## config.mk

```make
export PLATFORM = sky130hd
export DESIGN_NAME = dbg_frame_tx
export DESIGN_NICKNAME = d
export VERILOG_FILES = /design/src/rtl/dbg_pkg.sv /design/src/rtl/dbg_frame_tx.sv
export SDC_FILE = /design/constraint.sdc
export NUM_CORES = 1
export LEC_CHECK = 0
export CORE_UTILIZATION = 50
export CTS_CLUSTER_DIAMETER = 200
export DETAILED_ROUTE_END_ITERATION = 16
export PLACE_DENSITY = 0.79
export SLEW_MARGIN = 20
export SYNTH_ARGS = -nofsm -noshare
export SYNTH_HDL_FRONTEND = slang
export SYNTH_SLANG_ARGS = --single-unit
```

## constraint.sdc

```tcl
create_clock -name clk -period 4.7 [get_ports clk]
set_input_delay 0.705 -clock clk [delete_from_list [all_inputs] [get_ports clk]]
set_output_delay 0.705 -clock clk [all_outputs]
set_load 0.02 [all_outputs]
```

## src/rtl/dbg_pkg.sv

```systemverilog
// dbg_pkg: shared types and constants for the debug frame serializer.
// State encoding, default sync byte and frame overhead.
package dbg_pkg;

  typedef enum logic [1:0] {
    ST_IDLE = 2'd0,
    ST_LOAD = 2'd1,
    ST_ARM  = 2'd2,
    ST_WAIT = 2'd3
  } state_t;

  localparam logic [7:0] SYNC_DEF  = 8'hA5;
  localparam int         FRAME_OVH = 4;

  // Saturating 8-bit increment used by the overrun counter.
  function automatic logic [7:0] sat_inc8(input logic [7:0] v);
    return (v == 8'hFF) ? v : v + 8'd1;
  endfunction

endpackage

```

## src/rtl/dbg_frame_tx.sv

```systemverilog
// dbg_frame_tx: latches a debug snapshot and streams it to the uart
// as sync, seq, drop count, payload and an 8-bit additive checksum.
module dbg_frame_tx
  import dbg_pkg::*;
#(
  parameter int         NUM_WORDS  = 8,
  parameter int         WORD_BYTES = 2,
  parameter logic [7:0] SYNC_BYTE  = SYNC_DEF,
  parameter int         DECIMATE   = 1
) (
  input  logic                              clk,
  input  logic                              rst,
  input  logic                              snap_req,
  input  logic [NUM_WORDS*WORD_BYTES*8-1:0] snap_data,
  output logic                              transmit,
  output logic [7:0]                        tx_byte,
  input  logic                              is_transmitting,
  output logic                              busy,
  output logic                              frame_done
);

  localparam int         NB       = NUM_WORDS * WORD_BYTES;
  localparam int         DW       = NB * 8;
  localparam logic [7:0] LAST_IDX = 8'(FRAME_OVH + NB - 1);
  localparam logic [7:0] DEC_LAST = 8'(DECIMATE - 1);

  state_t state;
  state_t state_nx;

  logic [DW-1:0] shadow;
  logic [DW-1:0] snap_ord;
  logic [7:0]    idx;
  logic [7:0]    seq;
  logic [7:0]    drop_cnt;
  logic [7:0]    dec_cnt;
  logic [7:0]    checksum;
  logic [7:0]    pay_idx;
  logic [7:0]    pay_byte;
  logic [7:0]    sel_byte;
  logic          accept;
  logic          drop;
  logic          fire;
  logic          last;
  logic          latch;
  logic          step;

  assign accept  = snap_req && (dec_cnt == DEC_LAST);
  assign last    = (idx == LAST_IDX);
  assign pay_idx = idx - 8'd3;

  // Reorder words so shadow holds bytes in transmit order (MSB first).
  always_comb begin
    snap_ord = '0;
    for (int w = 0; w < NUM_WORDS; w++) begin
      for (int b = 0; b < WORD_BYTES; b++) begin
        snap_ord[(w*WORD_BYTES + WORD_BYTES-1-b)*8 +: 8] =
          snap_data[(w*WORD_BYTES + b)*8 +: 8];
      end
    end
  end

  // Pick the payload byte addressed by the current frame index.
  always_comb begin
    pay_byte = '0;
    for (int i = 0; i < NB; i++) begin
      if (pay_idx == 8'(i)) pay_byte = shadow[i*8 +: 8];
    end
  end

  // Frame field selection by byte index.
  always_comb begin
    sel_byte = pay_byte;
    unique case (1'b1)
      (idx == 8'd0): sel_byte = SYNC_BYTE;
      (idx == 8'd1): sel_byte = seq;
      (idx == 8'd2): sel_byte = drop_cnt;
      last:          sel_byte = checksum;
      default:       sel_byte = pay_byte;
    endcase
  end

  // State register.
  always_ff @(posedge clk) begin
    if (rst) state <= ST_IDLE;
    else     state <= state_nx;
  end

  // Next-state logic: one handshake with the uart per byte.
  always_comb begin
    state_nx = state;
    unique case (state)
      ST_IDLE: if (accept) state_nx = ST_LOAD;
      ST_LOAD: if (!is_transmitting) state_nx = ST_ARM;
      ST_ARM:  state_nx = ST_WAIT;
      ST_WAIT: begin
        if (!is_transmitting) begin
          state_nx = last ? ST_IDLE : ST_LOAD;
        end
      end
      default: state_nx = ST_IDLE;
    endcase
  end

  // Decoded strobes; frame_done fires as the last byte completes.
  always_comb begin
    busy       = (state != ST_IDLE);
    latch      = (state == ST_IDLE) && accept;
    fire       = (state == ST_LOAD) && !is_transmitting;
    step       = (state == ST_WAIT) && !is_transmitting;
    frame_done = step && last;
    drop       = accept && busy;
  end

  // Byte output register, pulsed transmit and checksum accumulation.
  always_ff @(posedge clk) begin
    if (rst) begin
      transmit <= 1'b0;
      tx_byte  <= '0;
      checksum <= '0;
    end else begin
      transmit <= fire;
      if (latch) checksum <= '0;
      if (fire) begin
        tx_byte <= sel_byte;
        if (idx != 8'd0 && !last) checksum <= checksum + sel_byte;
      end
    end
  end

  // Snapshot latch and byte index walk.
  always_ff @(posedge clk) begin
    if (rst) begin
      shadow <= '0;
      idx    <= '0;
    end else begin
      if (latch) begin
        shadow <= snap_ord;
        idx    <= '0;
      end else if (step && !last) begin
        idx <= idx + 8'd1;
      end
    end
  end

  // Decimation, sequence number and overrun accounting.
  always_ff @(posedge clk) begin
    if (rst) begin
      dec_cnt  <= '0;
      seq      <= '0;
      drop_cnt <= '0;
    end else begin
      if (snap_req) begin
        dec_cnt <= (dec_cnt == DEC_LAST) ? 8'd0 : dec_cnt + 8'd1;
      end
      if (frame_done) seq <= seq + 8'd1;
      if (frame_done) begin
        drop_cnt <= drop ? 8'd1 : 8'd0;
      end else if (drop) begin
        drop_cnt <= sat_inc8(drop_cnt);
      end
    end
  end

endmodule

```

# After elaboration in Yosys (flattened, before gate mapping)
# Cells that the tools add are included.
# word_totals
register_bits	179
latch_bits	0
ram_bits	0
mem_bits_ro	0
input_bits	132
out_inout_bits	11
wordCells	91
mem_count	0
# op_classes
n_addsub	6
mul	0
n_div	0
n_lt_le_gt_ge	0
eq_ne	26
shifts	0
n_mux	30
bitwise_logic	0
n_reduce_logical	20
# op_table
op	n
8-bit two-way mux	23
8-bit by 4-bit == test with 1-bit output (second input constant)	8
8-bit by 1-bit adder with 8-bit output (second input constant)	4
8-bit by 3-bit == test with 1-bit output (second input constant)	4
8-bit one-hot mux with 4 select lines	1
8-bit by 2-bit == test with 1-bit output (second input constant)	3
8-bit zero test	3
8-bit by 1-bit == test with 1-bit output (second input constant)	2
8-bit adder	1
8-bit by 5-bit == test with 1-bit output (second input constant)	1
8-bit == test (second input constant)	1
1-bit logical AND	8
2-bit != test (second input constant)	4
2-bit one-hot mux with 4 select lines	1
8-bit nonzero test	1
8-bit by 2-bit subtractor with 8-bit output (second input constant)	1
2-bit two-way mux	3
2-bit == test (second input constant)	2
2-bit nonzero test	2
3-bit AND reduction	1
2-bit by 1-bit == test with 1-bit output (second input constant)	1
1-bit zero test	2
2-bit zero test	1
1-bit two-way mux	2
other kinds (2)	2

# Longest topological paths before layout
# depth
word_depth	22
ltp_mapped	23
mapped_depth_nobuf	21

# Worst setup path before layout
# Ideal clock, no wire load.
# synth_path
path_type	flip-flop to flip-flop
start	reg idx[0]
end	reg checksum[7]
setup_ns	0.074
arrival_time_ns	4.233
required_time_ns	4.626
path_slack_ns	0.393
path_stages_with_launch	22
path_buffers	2
synth_period_minus_slack_ns	4.307
path_cell_list	dfxtp_1 > ha_1 > inv_2 > o41ai_2 > buf_4 > and2_1 > buf_4 > a211oi_1 > a221oi_2 > a21oi_1 > a2111oi_2 > nor2_1 > ha_1 > a21o_1 > a21oi_1 > nor2b_1 > o21a_1 > nor4_1 > nor3_1 > xor2_1 > or3_1 > a31oi_1
# synth_between
elab_chain_len	22
word_cells_on_any_way	44
cone_classes	2 x add/sub; 18 x eq/ne; 19 x mux; 5 x reduce/logical
# synth_lines
element	line_no	source
start, declared	dbg_frame_tx.sv:32	logic [7:0] idx;
start signal, assigned	dbg_frame_tx.sv:140	idx <= idx + 8'd1;
8-bit by 2-bit subtractor with 8-bit output	dbg_frame_tx.sv:49	assign pay_idx = idx - 8'd3;
8-bit zero test	dbg_frame_tx.sv:66	if (pay_idx == 8'(i)) pay_byte = shadow[i*8 +: 8];
8-bit two-way mux (16 in series)	dbg_frame_tx.sv:66	
8-bit one-hot mux with 4 select lines *	dbg_frame_tx.sv:73	unique case (1'b1)
via sel_byte[1]	dbg_frame_tx.sv:39	logic [7:0] sel_byte;
8-bit adder *	dbg_frame_tx.sv:125	if (idx != 8'd0 && !last) checksum <= checksum + sel_byte;
8-bit two-way mux *	dbg_frame_tx.sv:125	
8-bit two-way mux *	dbg_frame_tx.sv:123	if (fire) begin
end signal, assigned	dbg_frame_tx.sv:125	
end, declared	dbg_frame_tx.sv:36	logic [7:0] checksum;
# The timed path passes the listed nets; every way through them passes the cells marked *.
# A chain may end at the register's enable or synchronous reset.

# Worst setup path in the final report
# layout_path
start	reg idx[0]
end	reg checksum[7]
# layout_between
elab_chain_len	22
word_cells_on_any_way	44
cone_classes	2 x add/sub; 18 x eq/ne; 19 x mux; 5 x reduce/logical
# layout_lines
element	line_no	source
8-bit by 2-bit subtractor with 8-bit output *	dbg_frame_tx.sv:49	
via pay_idx[0]	dbg_frame_tx.sv:37	logic [7:0] pay_idx;
8-bit zero test	dbg_frame_tx.sv:66	
8-bit two-way mux (15 in series)	dbg_frame_tx.sv:66	
8-bit two-way mux *	dbg_frame_tx.sv:66	
8-bit one-hot mux with 4 select lines *	dbg_frame_tx.sv:73	
via sel_byte[5]	dbg_frame_tx.sv:39	
8-bit adder *	dbg_frame_tx.sv:125	
8-bit two-way mux *	dbg_frame_tx.sv:125	
8-bit two-way mux *	dbg_frame_tx.sv:123	
# Marked as above.

==> run metrics <==
status finished, final reports clean; Synth Instances between 1000 and 1500; sw frac between 30% and 40%; CP endpoint kind flip-flop; synthesis warning total 0; final instance area between 0.01 and 0.015 mm²; register area between 0.003 and 0.004 mm²; TritonRoute pass-1 iters 6; fin crit period ~4.4 ns; antenna-violating nets left 0; drt initial violations a little under 900; port buffer count between 100 and 150; Synth-to-Final Area Change 26.0%; global-route usage over all layers roughly 28%; Post-synth EDFFs 0; Crit path max-delay family compound AO/OA/AOI/OAI gates; Final Hold Slack 0.455 ns; Worst R2R Path Depth 18; most common cell after layout, fill and taps aside nand2_1; row count 48; reg2reg end checksum[7]; die width approximately 140 µm; sequential-to-total area share from yosys stat around two fifths; worst skew pair latency around 0.44 ns; filler instances ~1500; net switching power between 1 and 1.5 mW; Clock Path Buffers 2; Slew HR 31.8%; area of the multi-input gates approximately 0.0051 mm²; layout cells sized above 1 under 10%; CP Cell Sequence inv_1, ha_1, clkinvlp_4, o21a_1, a22o_1, a32oi_1, nor2_1, a2111oi_1, buf_4, o32ai_1, a21oi_1, nor2_1, ha_1, nor3_1, nor3_1, xor2_1, or3_1, a31oi_1; final wirelength between 20000 and 30000 µm; total CTS buffers 17; Setup crit end checksum[7]; Starting Density 51.9%; peak supply drop about 0.00033 V; Crit path depth 18; crit path setup slack, layout ~0.25 ns; Final #Nets 1482; Comb power frac 22.7%; Synth Register Bits around 180; RR Startpoint idx[0]; H-Tree Depth 4; synth unique cells 83; dpl cell area 0.0108 mm²; CP arrival between 4 and 5 ns; Internal ~2.9 mW; hold crit path type reg -> reg; vias in the first global route 8256; flop-to-flop setup slack 0.25 ns; routed vias ~9000; Overflow after GRT 0; Vias/cell 5.78; pwr dens about 380 mW/mm²; crit path max fanout 9; crit path launch idx[0]; first-pass GRT wire length 41200 µm; sequential share of power 43.7%; post-route clock period utilization a little over nine tenths; drt drc 0; Post-Synthesis Mean Instance Area between 7 and 8 µm²; most frequent cells in the layout 320 x nand2_1, 177 x dfxtp_1, 168 x a21oi_1, 141 x clkdlybuf4s50_1, 83 x nor2_1; io pins 143; required time of the critical path between 5 and 6 ns; Crit Path Class reg -> reg; hpwl dp roughly 19000 µm; die height around 140 µm; CP Launch Type flip-flop; Fin. Hold Viols 0; critical path's slowest cell a2111oi_1; Sink Count ~180; GPL Wtd Cong around 1; Final Skew roughly 0.0098 ns; initial antenna violation count 0; Die ar. about 0.019 mm²; Place WS ~0.24 ns; hold_buf cts 0; worst slew pin tran 1.02 ns; Mapped Nets 1358; Main synth FF type dfxtp_1; final setup TNS 0 ns; Buf/Inv on CP 3; CP max stage delay approximately 0.53 ns; Clock Power Share about a third; Async SR Flop Fraction 0%; Post-Syn Area 0.00907 mm²; CTS root buffer clkbuf_16; core area about 0.017 mm²; P_leak around 4.3 nW; fmax approximately 220 MHz; Ant. Diodes 0; count of final setup violators 0; clk slew on worst S/H paths about 0.070 ns; Max Cap Viol 0; mean routed wirelength per cell 16.9 µm; Slew Viols, Final 0; CTS tree done; largest net degree at the start of global routing 102
cells by family after synthesis:
family | synth area share, %
flip-flops | 39.5
multiplexers | 0.993
XOR/XNOR | 2.90
buffers and inverters | 4.77
adder cells (fa/ha/maj) | 2.98
AO/OA/AOI/OAI | 22.8
AND/OR/NAND/NOR | 26.1
final cells by class:
type | count | area share, %
clock buffer | 17 | 3.72
clock inverter | 15 | 1.49
inverter | 22 | 0.755
multi-input combinational | 922 | 44.7
sequential | 179 | 31.4
tap | 225 | 2.46
timing repair buffer | 187 | 15.5
per-stage QoR:
stage          utilization (%)  cells  power [mW]
2_1_floorplan                -   1205        2.51
3_3_place_gp              61.6   1532        2.86
3_5_place_dp              61.6   1532        2.88
4_1_cts                   65.0   1564        4.30
5_1_grt                   65.4   1567        4.51
6_report                  65.4   1567        4.29
state kept, by name (all words and copies together), names as in the netlist:
register and flops:
checksum 8, dec_cnt 8, drop_cnt 8, idx 8
seq 8, shadow 128, state 2, transmit 1
tx_byte 8
Yosys cell counts (3+ instances only):
library cell	count	share of area [%]
nand2_1	321	13
and3_1	14	0.97
a21oi_1	168	9.3
nor2b_1	12	0.83
xor2_1	21	2.0
xnor2_1	9	0.87
and2_1	9	0.62
a21o_1	5	0.41
o21ai_1	3	0.17
nand2b_1	7	0.48
nor4_1	3	0.21
a221oi_1	11	1.1
mux2i_1	9	0.99
nor2_1	84	3.5
ha_1	20	2.8
a31oi_1	9	0.62
a22o_1	4	0.39
o221ai_1	8	0.77
or2_2	4	0.28
o211ai_1	8	0.66
o21a_1	5	0.41
a221o_1	4	0.44
nand3b_1	6	0.50
buf_1	4	0.17
o21ai_0	38	2.1
or3_1	7	0.48
nor3_1	8	0.44
a22oi_1	4	0.33
o31ai_1	7	0.58
nor3_2	3	0.33
a211oi_1	7	0.58
clkbuf_1	62	2.6
buf_2	10	0.55
nand3_1	35	1.9
a32oi_1	5	0.48
nand4_1	12	0.83
dfxtp_1	179	40
buf_4	4	0.33
inv_1	19	0.79
worst min-delay path, stage by stage, from the launching register on:
cell and delay [ns]:
dfxtp_1 0.31, nand2_1 0.05, a21oi_1 0.05
power groups by stage:
| stage | sequential [mW] | clock [mW] | combinational (mW) |
|---|---|---|---|
| global route | 1.90 | 1.51 | 1.11 |
| finish | 1.88 | 1.44 | 0.976 |
| detailed placement | 1.90 | 0 | 0.976 |
| CTS | 1.87 | 1.45 | 0.985 |
| floorplan | 1.86 | 0 | 0.654 |
| global placement | 1.90 | 0 | 0.963 |
layer usage:
metal,vias to the layer above,global-route usage [%],wire (µm)
li1,4431,-,-
met1,4178,37.7,11700
met2,379,45.2,12100
met3,68,5.70,1790
met4,0,11.4,801
met5,-,0,0
repair_timing:
action                                  CTS  global route
hold endpoints to repair                  0             0
buffers inserted                          0             3
endpoints found under the setup margin    0             2
gates resized for setup                   0            12
how the worst min path moves through the flow:
stage               slack [ns]        from  cells past startpoint    endpoint
floorplan                 0.43  shadow[63]                      2  shadow[63]
global placement          0.44  tx_byte[4]                      2  tx_byte[4]
detailed placement        0.45  shadow[52]                      2  shadow[52]
CTS                       0.46  shadow[42]                      2  shadow[42]
global route              0.47  shadow[12]                      2  shadow[12]
finish                    0.45  shadow[55]                      2  shadow[55]
No activity file was read; power rests on OpenSTA's default activity.
